[config.mk]
export PLATFORM = sky130hd
export DESIGN_NAME = alu_share_arb
export DESIGN_NICKNAME = d
export VERILOG_FILES = /design/src/rtl/alu_pkg.sv /design/src/rtl/alu_share_arb_rr_arb2.sv /design/src/rtl/alu_share_arb.sv
export SDC_FILE = /design/constraint.sdc
export NUM_CORES = 1
export LEC_CHECK = 0
export ABC_CLOCK_PERIOD_IN_PS = 8900
export CAP_MARGIN = 20
export CORE_AREA = 4 4 140 142
export DETAILED_ROUTE_END_ITERATION = 7
export DIE_AREA = 0 0 144 146
export DONT_BUFFER_PORTS = 1
export GPL_ROUTABILITY_DRIVEN = 0
export SYNTH_ARGS = -nofsm -noshare
export SYNTH_HDL_FRONTEND = slang
export SYNTH_SLANG_ARGS = --single-unit
export TNS_END_PERCENT = 30
[constraint.sdc]
create_clock -name clk -period 8.9 [get_ports clk]
set_input_delay 2.67 -clock clk [delete_from_list [all_inputs] [get_ports clk]]
set_output_delay 2.67 -clock clk [all_outputs]
set_load 0.02 [all_outputs]
[src/rtl/alu_pkg.sv]
// Shared definitions for the ALU sharing arbiter: op codes, default widths,
// requester indices and the round-robin priority state type.
package alu_pkg;

  localparam int ALU_DATA_W = 32;
  localparam int ALU_OP_W   = 3;

  localparam logic [ALU_OP_W-1:0] OP_ADD = 3'd0;
  localparam logic [ALU_OP_W-1:0] OP_SUB = 3'd1;
  localparam logic [ALU_OP_W-1:0] OP_AND = 3'd2;
  localparam logic [ALU_OP_W-1:0] OP_OR  = 3'd3;
  localparam logic [ALU_OP_W-1:0] OP_XOR = 3'd4;
  localparam logic [ALU_OP_W-1:0] OP_SLL = 3'd5;
  localparam logic [ALU_OP_W-1:0] OP_SRL = 3'd6;
  localparam logic [ALU_OP_W-1:0] OP_SRA = 3'd7;

  localparam int REQ_CORE = 0;
  localparam int REQ_DBG  = 1;

  typedef enum logic {
    PRI_CORE = 1'b0,
    PRI_DBG  = 1'b1
  } pri_state_e;

endpackage

[src/rtl/alu_share_arb_rr_arb2.sv]
// Two-way round-robin arbiter. Grant is combinational from elig; the
// priority pointer moves to the loser after every grant.
//
//  state    | meaning
//  PRI_CORE | requester 0 (core) wins a tie
//  PRI_DBG  | requester 1 (debug/DMA) wins a tie
module rr_arb2
  import alu_pkg::*;
(
  input  logic       clk,
  input  logic       rst,
  input  logic [1:0] elig,
  output logic [1:0] grant
);

  pri_state_e r_state;
  pri_state_e w_state_nxt;

  // Priority pointer register
  always_ff @(posedge clk or posedge rst) begin
    if (rst) r_state <= PRI_CORE;
    else     r_state <= w_state_nxt;
  end

  // Grant selection and pointer advance to the non-granted requester
  always_comb begin
    grant       = 2'b00;
    w_state_nxt = r_state;
    if (elig == 2'b11) begin
      grant = (r_state == PRI_DBG) ? 2'b10 : 2'b01;
    end else begin
      grant = elig;
    end
    if (grant[0])      w_state_nxt = PRI_DBG;
    else if (grant[1]) w_state_nxt = PRI_CORE;
  end

endmodule

[src/rtl/alu_share_arb.sv]
// Shares one external combinational ALU between the core execute stage
// (requester 0) and the debug/DMA port (requester 1). One op per cycle,
// results land in a one-entry response buffer per requester.
module alu_share_arb
  import alu_pkg::*;
#(
  parameter int DATA_W = ALU_DATA_W,
  parameter int OP_W   = ALU_OP_W,
  parameter int CNT_W  = 32
) (
  input  logic              clk,
  input  logic              rst,
  input  logic [1:0]        req_valid,
  output logic [1:0]        req_ready,
  input  logic [OP_W-1:0]   req_op0,
  input  logic [OP_W-1:0]   req_op1,
  input  logic [DATA_W-1:0] req_a0,
  input  logic [DATA_W-1:0] req_a1,
  input  logic [DATA_W-1:0] req_b0,
  input  logic [DATA_W-1:0] req_b1,
  output logic [1:0]        rsp_valid,
  input  logic [1:0]        rsp_ready,
  output logic [DATA_W-1:0] rsp_data0,
  output logic [DATA_W-1:0] rsp_data1,
  output logic [OP_W-1:0]   alu_op,
  output logic [DATA_W-1:0] alu_a,
  output logic [DATA_W-1:0] alu_b,
  input  logic [DATA_W-1:0] alu_result,
  output logic [CNT_W-1:0]  gnt_cnt0,
  output logic [CNT_W-1:0]  gnt_cnt1
);

  logic [1:0]        r_rsp_valid;
  logic [DATA_W-1:0] r_rsp_data0;
  logic [DATA_W-1:0] r_rsp_data1;
  logic [CNT_W-1:0]  r_gnt_cnt0;
  logic [CNT_W-1:0]  r_gnt_cnt1;
  logic [1:0]        w_elig;
  logic [1:0]        w_grant;

  // A full buffer that drains this cycle frees its slot. Masking with rst
  // keeps the ALU inputs at zero while reset is held.
  assign w_elig = req_valid & (~r_rsp_valid | rsp_ready) & {2{~rst}};

  rr_arb2 u_arb (
    .clk   (clk),
    .rst   (rst),
    .elig  (w_elig),
    .grant (w_grant)
  );

  assign req_ready = w_grant;

  // ALU operand mux; idle cycles drive ADD 0+0 to avoid X and toggling
  always_comb begin
    alu_op = '0;
    alu_a  = '0;
    alu_b  = '0;
    if (w_grant[REQ_CORE]) begin
      alu_op = req_op0;
      alu_a  = req_a0;
      alu_b  = req_b0;
    end else if (w_grant[REQ_DBG]) begin
      alu_op = req_op1;
      alu_a  = req_a1;
      alu_b  = req_b1;
    end
  end

  // Requester 0 response buffer; a same-cycle load wins over a drain
  always_ff @(posedge clk or posedge rst) begin
    if (rst) begin
      r_rsp_valid[REQ_CORE] <= 1'b0;
      r_rsp_data0           <= '0;
    end else if (w_grant[REQ_CORE]) begin
      r_rsp_valid[REQ_CORE] <= 1'b1;
      r_rsp_data0           <= alu_result;
    end else if (rsp_ready[REQ_CORE]) begin
      r_rsp_valid[REQ_CORE] <= 1'b0;
    end
  end

  // Requester 1 response buffer; a same-cycle load wins over a drain
  always_ff @(posedge clk or posedge rst) begin
    if (rst) begin
      r_rsp_valid[REQ_DBG] <= 1'b0;
      r_rsp_data1          <= '0;
    end else if (w_grant[REQ_DBG]) begin
      r_rsp_valid[REQ_DBG] <= 1'b1;
      r_rsp_data1          <= alu_result;
    end else if (rsp_ready[REQ_DBG]) begin
      r_rsp_valid[REQ_DBG] <= 1'b0;
    end
  end

  // Accepted-request counters, wrapping naturally
  always_ff @(posedge clk or posedge rst) begin
    if (rst) begin
      r_gnt_cnt0 <= '0;
      r_gnt_cnt1 <= '0;
    end else begin
      if (w_grant[REQ_CORE]) r_gnt_cnt0 <= r_gnt_cnt0 + CNT_W'(1);
      if (w_grant[REQ_DBG])  r_gnt_cnt1 <= r_gnt_cnt1 + CNT_W'(1);
    end
  end

  assign rsp_valid = r_rsp_valid;
  assign rsp_data0 = r_rsp_data0;
  assign rsp_data1 = r_rsp_data1;
  assign gnt_cnt0  = r_gnt_cnt0;
  assign gnt_cnt1  = r_gnt_cnt1;

endmodule

== After elaboration in Yosys (flattened, before gate mapping) ==
Index checks and enable logic that the tools add are counted.

* Flip-flop bits (word level): 131
* Bits of input ports: 172
* Output and inout port bits: 199
* Logic and storage cells: 32

* $add $sub $neg: 2
* Equality and inequality tests: 1
* Muxes and demuxes: 14
* Bitwise gates (word level): 5
* Reductions and logical operators: 3

{| class="wikitable"
|+ Operators by type and width
! kind !! count
|-
| 2-to-1 mux 32 bit || 4
|-
| adder 32 x 1 -> 32 bit, second input constant || 2
|-
| 2-to-1 mux 1 bit || 6
|-
| 2-to-1 mux 3 bit || 2
|-
| nonzero test 2 bit || 3
|-
| AND 2 bit || 2
|-
| 2-to-1 mux 2 bit || 2
|-
| == test 2 bit, second input constant || 1
|-
| inverter 2 bit || 1
|-
| OR 2 bit || 1
|-
| inverter 1 bit || 1
|}

== Longest topological paths before layout ==
Gate-level depths: netlist of the first run.

* Depth in word-level cells: 8
* Depth in mapped cells: 8

== By module ==
A second synthesis of the first run with hierarchy kept.

* Cell total of the unflattened synthesis: 474
* Area, all modules: 6038.3 um^2

{| class="wikitable"
|+ By module, submodules not included
! module !! times used !! cells each !! area an instance (um^2)
|-
| alu_share_arb || 1 || 466 || 5974.5
|-
| rr_arb2 || 1 || 8 || 63.8
|}

== Worst setup path before layout of the first run ==
Ideal clock, no wire load.

* Path kind: input -> output
* Start point: in rsp_ready[1]
* End point: out alu_b[23]
* Data arrival time: 3964 ps
* Required time: 6230 ps
* Slack: 2266 ps
* Cell stages on the path: 5
* Path through: nand2b_1 > a211oi_4 > buf_2 > buf_2 > a22o_1

* Word-level cells in the longest chain between the ends: 7

{| class="wikitable"
|+ Ends and longest elaborated chain
! item !! RTL line !! text
|-
| start: declaration || alu_share_arb.sv:22 || <nowiki>input logic [1:0] rsp_ready,</nowiki>
|-
| OR 2 bit (*) || alu_share_arb.sv:43 || <nowiki>assign w_elig = req_valid & (~r_rsp_valid | rsp_ready) & {2{~rst}};</nowiki>
|-
| AND 2 bit (*) (2 in series) || alu_share_arb.sv:43 ||
|-
| == test 2 bit || alu_share_arb_rr_arb2.sv:29 || <nowiki>if (elig == 2'b11) begin</nowiki>
|-
| 2-to-1 mux 2 bit (*) || alu_share_arb_rr_arb2.sv:29 ||
|-
| 2-to-1 mux 32 bit || alu_share_arb.sv:63 || <nowiki>end else if (w_grant[REQ_DBG]) begin</nowiki>
|-
| 2-to-1 mux 32 bit (*) || alu_share_arb.sv:59 || <nowiki>if (w_grant[REQ_CORE]) begin</nowiki>
|-
| end: declaration || alu_share_arb.sv:27 || <nowiki>output logic [DATA_W-1:0] alu_b,</nowiki>
|}

Mark *: on every way between the ends. The rest lies on a longest branch, timed or not.

== Worst setup path in the final report of the first run ==
* Start point: in rsp_ready[1]
* End point: out alu_b[31]

* Word-level cells in the longest chain between the ends: 7

{| class="wikitable"
|+ Ends and longest elaborated chain
! item !! RTL line !! text
|-
| OR 2 bit (*) || alu_share_arb.sv:43 ||
|-
| AND 2 bit (*) (2 in series) || alu_share_arb.sv:43 ||
|-
| == test 2 bit || alu_share_arb_rr_arb2.sv:29 ||
|-
| 2-to-1 mux 2 bit (*) || alu_share_arb_rr_arb2.sv:29 ||
|-
| via req_ready[1] || alu_share_arb.sv:14 || <nowiki>output logic [1:0] req_ready,</nowiki>
|-
| 2-to-1 mux 32 bit (*) || alu_share_arb.sv:63 ||
|-
| 2-to-1 mux 32 bit (*) || alu_share_arb.sv:59 ||
|}

Mark *: on every way through the listed nets, which the timed path passes. The rest lies on a longest branch.

==> summary.txt, run 1 <==
Setup path
  – Setup crit end: alu_b[31]
  – Required @ worst endpoint: 6.23 ns
  – Worst setup startpoint: rsp_ready[1]
  – Reg2reg start: rsp_valid[0]$_DFFE_PP0P_
  – Reg2reg setup slack: 6.07 ns
  – Setup CP Type: in2out
  – CP Capture Type: output pin
  – RR Endpoint: rsp_data1[26]$_DFFE_PP0P_
  – R2R depth: 7
  – Arr. time, crit path: 4.70 ns
  – CP Launch Type: primary input
  – Maximum net fanout on the critical path: 70

Yosys
  – Synthesis-stage register bit count: 131
  – Proportion of synthesized area in mux cells: 6.09%
  – Synth unique cells: 36
  – Main combinational cell family by area after synthesis: simple AND/OR/NAND/NOR gates
  – Post-Synthesis Cell Area: 6100 sq um
  – Post-Synth XOR/XNOR Area: 8.90%
  – Synth Net Count: 723
  – Synth async-reset ratio: 100%
  – Adder and majority cell fraction of the synthesized area: 0.410%
  – Ys flop type: dfrtp_1
  – Post-synth top area cell: dfrtp_1
  – Post-synth EDFFs: 0
  – Largest cells by area after synthesis: dfrtp_1 (54%), a22o_1 (9.6%), nand2_1 (7.3%)
  – Register area share after synthesis: 53.7%
  – Yosys top cell area share: 53.7%
  – Post-Synth Simple-Gate Area: 17.9%
  – Compound-Gate Fraction of Synth Area: 10.4%
  – Avg Inst Size Synth: 11.1 sq um
  – Synth warn: 0
  – Post-Syn Instances: 549

Drt
  – Routed length per instance: 27.4 microns
  – Starting DRT DRC Count: 214
  – DRC: 0
  – Avg Vias per Cell: 5.55
  – Via count: 4405
  – TritonRoute pass-1 iters: 4
  – Antenna viol nets, final: 0
  – Total wire length: 21700 microns

Timing
  – RSZ-0062 raised after global routing: no
  – Peak Freq: 136 MHz
  – Final setup vio count: 0
  – Period minus WS final: 7.37 ns
  – Setup TNS: 0 ns
  – Slew HR: 39.5%
  – Final hold viol count: 0
  – Final hold slack: 0.569 ns
  – Clk_skew: 0.0124 ns
  – Fin crit share: 82.8%
  – Slew Viols, Final: 0
  – Worst-margin pin slew: 0.907 ns

Floorplanning
  – Core Box Area: 18500 sq um
  – Die ar.: 21000 sq um
  – FP Rows: 50
  – Die Y: 146 microns
  – Initial Util: 33.1%
  – Die X: 144 microns
  – I/O Pins: 371

Clock network
  – Post_cts resized: 0
  – Post-CTS Hold Buffers: 0
  – Clock Tree Root: clkbuf_16
  – CTS max path bufs: 2
  – Reg clk slew, reported paths: 0.06 ns
  – Worst skew pair latency: 0.41 ns
  – H-tree level count: 4
  – Sink Count: 131
  – Setup repair bufs after CTS: 0
  – CTS tree: done
  – TritonCTS Buffers: 17

Global route
  – Grt ovf: 0
  – Antenna violations before repair: 3
  – Gr usage total: 19.9%
  – Gr busiest metal: met2
  – Met2 Use GR: 30.1%
  – Largest net degree at the start of global routing: 81
  – GR Util met3: 12.9%
  – First-pass GRT wire length: 30900 microns
  – GR Util met1: 23.8%
  – Number of global-route vias before repair: 4495

Power
  – Reg power frac: 49.2%
  – Leak Pwr: 3.28 nW
  – Net Sw Frac: 35.9%
  – Power Total: 1.95 mW
  – Clock power frac: 37.9%
  – Power per cell area: 279 nW/um^2
  – Maximum vdd drop: 0.160 mV
  – Comb power frac: 12.9%
  – Int Pwr: 1.25 mW
  – Switch Pwr: 700 uW

Layout
  – Most frequent cells in the layout: dfrtp_1 (131), nand2_1 (119), a22o_1 (67)
  – FILL cells: 1812
  – Area Growth Syn to Fin: 14.2%
  – Layout cells sized above 1: 15.4%
  – Area of the multi-input gates: 2670 sq um
  – Most common cell after layout, fill and taps aside: dfrtp_1
  – Number of nets in the layout: 720
  – Ant diodes: 0
  – Storage cell area: 3280 sq um

Placement
  – Count of input and output buffers: 0
  – DPL Wire Length: 17400 microns

Flow run
  – Max-cap viol count: 0

Min path
  – Worst Hold Class: reg2reg

Outcome
  – Status: finished, final reports clean
power groups by stage:
stage                     logic (mW)  clock network, mW  registers [mW]
after detailed placement       0.255                  0           0.972
after CTS                      0.255              0.758           0.963
after floorplan                0.211                  0           0.911
after global routing           0.279              0.779           0.977
after global placement         0.245                  0           0.967
final                          0.252              0.739           0.958
cells in the mapped netlist (all sizes together), types with 3 or more instances:
cell and instances:
and3 10, buf 21, a22o 67, nor4 5
nand3 22, xnor2 35, dfrtp 131, nor2 13
mux2 33, nand2 119, nand2b 4, nor3 9
inv 6, and2 3, and4 8, xor2 27
clkbuf 8, nand4 15
logic make-up after synthesis:
group           Yosys count
xor+xnor                 62
compound gates           70
flops                   131
buf+inv                  35
mux                      33
simple gates            216
fa+ha+maj                 2
flip-flops by register name (all words and copies together), names as in the netlist:
signal / count
gnt_cnt1: 32
rsp_data1: 32
rsp_valid: 2
gnt_cnt0: 32
rsp_data0: 32
u_arb.r_state: 1
metal layers:
layer	wire length, microns	share of wire [%]	vias up
li1	-	-	1926
met1	8300	38	2202
met2	9970	46	250
met3	3160	15	21
met4	234	1.1	6
met5	46	0.21	-
layout make-up:
cell class / count / share of cell area [%]
flip-flops and latches: 131 / 47.0
multi-input cells: 383 / 38.3
clock buffers: 17 / 6.10
well taps: 234 / 4.20
clock inverters: 15 / 2.84
repair buffers: 7 / 1.22
inverters: 6 / 0.377
through the flow:
| step | setup WS, ns | cell area [sq um] | utilization (%) | cells |
|---|---|---|---|---|
| global placement | 1.61 | 6320 | 34.3 | 760 |
| detailed placement | 1.52 | 6320 | 34.3 | 760 |
| global route | 1.38 | 6970 | 37.8 | 793 |
| CTS | 1.52 | 6950 | 37.6 | 792 |
| floorplan | 2.27 | 6100 | - | 549 |
| finish | 1.53 | 6970 | 37.8 | 793 |
worst max-delay path: stages:
cell and delay [ns]:
nand2b_1 0.30, o211ai_4 0.19, clkinv_2 0.69, buf_4 0.48, a22o_1 0.36
worst min-delay path by stage:
stage | startpoint | endpoint | slack (ns) | depth (start not counted)
detailed placement | u_arb.r_state$_DFFE_PP0P_ | u_arb.r_state$_DFFE_PP0P_ | 0.56 | 1
finish | u_arb.r_state$_DFFE_PP0P_ | u_arb.r_state$_DFFE_PP0P_ | 0.57 | 1
global route | u_arb.r_state$_DFFE_PP0P_ | u_arb.r_state$_DFFE_PP0P_ | 0.61 | 1
global placement | u_arb.r_state$_DFFE_PP0P_ | u_arb.r_state$_DFFE_PP0P_ | 0.52 | 1
floorplan | u_arb.r_state$_DFFE_PP0P_ | u_arb.r_state$_DFFE_PP0P_ | 0.50 | 1
CTS | u_arb.r_state$_DFFE_PP0P_ | u_arb.r_state$_DFFE_PP0P_ | 0.57 | 1
No activity file was read; power rests on OpenSTA's default activity.
==> run 2, diff against run 1 <==
ABC_CLOCK_PERIOD_IN_PS = 7100   (was 8900)
clock period = 7.1 ns   (was 8.9 ns; I/O delays follow)
==> run 2 against run 1 <==
Against the previous run: final area decreased by 0.83%; largest cell class unchanged; critical endpoint is now alu_b[26]; largest power group unchanged; die area unchanged; non-clock buffer count decreased by 1; cell count unchanged.
==> summary.txt, run 2 (synthesis gave the netlist of run 1 again) <==
Clock network
  – Sink Count: 131 (unchanged)
  – H-tree level count: 4 (unchanged)
  – Clock Tree Root: clkbuf_16
  – Post-CTS Hold Buffers: 0 (unchanged)
  – Setup repair bufs after CTS: 0 (unchanged)
  – CTS max path bufs: 2 (unchanged)
  – TritonCTS Buffers: 17 (unchanged)
  – Reg clk slew, reported paths: 0.05 ns (about the same)
  – CTS tree: done
  – Post_cts resized: 0 (unchanged)
  – Worst skew pair latency: 0.42 ns (about the same)

Layout
  – Fin cells: 793 (unchanged)
  – Most common cell after layout, fill and taps aside: dfrtp_1
  – FILL cells: 1804 (-0.44%)
  – Area of the multi-input gates: 2670 sq um (unchanged)
  – Number of nets in the layout: 719 (-0.14%)
  – Most frequent cells in the layout: dfrtp_1 (131), nand2_1 (119), a22o_1 (67)
  – Area Growth Syn to Fin: 13.3%
  – Storage cell area: 3280 sq um (unchanged)
  – Layout cells sized above 1: 15.2% (-0.15 points)
  – Core Util, Final: 37.5% (-0.31 points)

Drt
  – Routed length per instance: 27.9 microns (+2.0%)
  – Total wire length: 22100 microns (+2.0%)
  – Via count: 4388 (-0.39%)
  – TritonRoute pass-1 iters: 4 (unchanged)
  – DRC: 0 (unchanged)
  – Antenna viol nets, final: 0 (unchanged)
  – Starting DRT DRC Count: 256 (+20%)
  – Avg Vias per Cell: 5.53 (-0.39%)

Setup path
  – Required @ worst endpoint: 4.97 ns (-1.26 ns)
  – CP Capture Type: output pin
  – Slowest-stage cell, CP: clkinv_2
  – Crit path largest cell delay: 0.65 ns (-0.04 ns)
  – CP Launch Type: primary input
  – Setup CP Type: in2out
  – Worst Path Buf+Inv: 1 (-1)
  – Levels on crit path: 4 (-1)
  – R2R depth: 7 (unchanged)
  – Arr. time, crit path: 4.13 ns (-0.57 ns)
  – Reg2reg start: rsp_valid[0]$_DFFE_PP0P_
  – Maximum net fanout on the critical path: 71 (+1.4%)
  – Cell chain of the critical path: nor2b_1 > o211ai_4 > clkinv_2 > a22o_1
  – CP top delay family: compound AO/OA/AOI/OAI gates
  – RR Endpoint: rsp_data1[20]$_DFFE_PP0P_
  – Reg2reg setup slack: 4.16 ns (-1.91 ns)

Global route
  – Grt ovf: 0 (unchanged)
  – Largest net degree at the start of global routing: 72 (-11%)
  – Antenna violations before repair: 4 (+1)
  – Number of global-route vias before repair: 4507 (+0.27%)
  – Gr usage total: 20.3% (+0.36 points)
  – First-pass GRT wire length: 31200 microns (+0.96%)

Floorplanning
  – I/O Pins: 371 (unchanged)
  – FP Rows: 50 (unchanged)
  – Initial Util: 33.1% (unchanged)
  – Core Box Area: 18500 sq um (unchanged)
  – Die Y: 146 microns (unchanged)
  – Die X: 144 microns (unchanged)
  – Die ar.: 21000 sq um (unchanged)

Min path
  – WHS Endpoint: u_arb.r_state$_DFFE_PP0P_
  – Worst Hold Class: reg2reg
  – Worst Hold Launch: u_arb.r_state$_DFFE_PP0P_
  – Hold path cells: 1 (unchanged)

Timing
  – RSZ-0062 raised after global routing: no
  – Worst-margin pin slew: 0.954 ns (+0.0471 ns)
  – Peak Freq: 160 MHz
  – Final hold viol count: 0 (unchanged)
  – Clk_skew: 0.0123 ns (-0.000119 ns)
  – Fin crit share: 88.1%
  – Final setup vio count: 0 (unchanged)
  – Final hold slack: 0.570 ns (+0.000955 ns)
  – Slew HR: 36.4% (-3.1 points)
  – Setup TNS: 0 ns (unchanged)
  – Period minus WS final: 6.26 ns
  – Slew Viols, Final: 0 (unchanged)

Outcome
  – Status: finished, final reports clean

Placement
  – DP Cell Count: 760 (unchanged)
  – Count of input and output buffers: 0 (unchanged)
  – DPL Wire Length: 17600 microns (+1.3%)

Power
  – Leak Pwr: 3.25 nW (-0.75%)
  – Power Total: 2.39 mW (+23%)
  – Maximum vdd drop: 0.255 mV (+60%)
  – Power per cell area: 346 nW/um^2 (+24%)

Flow run
  – Max-cap viol count: 0 (unchanged)
run 2: area by class of cell:
class,count,area share (%)
diodes,1,0.0362
clock buffers,18,6.35
clock inverters,14,2.19
inverters,6,0.380
multi-input cells,383,38.6
flip-flops and latches,131,47.4
well taps,234,4.23
repair buffers,6,0.832
run 2: worst max path at each step:
stage / end / from
floorplan: gnt_cnt0[0]$_DFFE_PP0P_ / rst
global placement: alu_b[25] / rsp_ready[0]
detailed placement: alu_b[25] / rsp_ready[0]
CTS: alu_b[25] / rsp_ready[0]
global route: alu_b[27] / rsp_ready[1]
finish: alu_b[26] / rsp_ready[0]
run 2: layer usage:
layer  global-route usage [%]  share of wire (%)  wire, microns
met5                        0               0.20             44
met4                     6.50                1.8            390
met3                     12.6                 14           3190
met2                     29.8                 45           9990
met1                     24.4                 39           8530
run 2: stage by stage:
| step | setup WS, ns | area (sq um) |
|---|---|---|
| after floorplan | 1.47 | 6100 |
| after global placement | 0.973 | 6320 |
| after CTS | 0.868 | 6910 |
| final | 0.844 | 6920 |
| after global routing | 0.753 | 6910 |
| after detailed placement | 0.871 | 6320 |
run 2: power by group:
| part | total, mW | internal [mW] | switching, mW |
|---|---|---|---|
| combinational | 0.312 | 0.125 | 0.188 |
| sequential | 1.20 | 0.876 | 0.328 |
| clock | 0.875 | 0.529 | 0.346 |
| total | 2.39 | 1.53 | 0.862 |
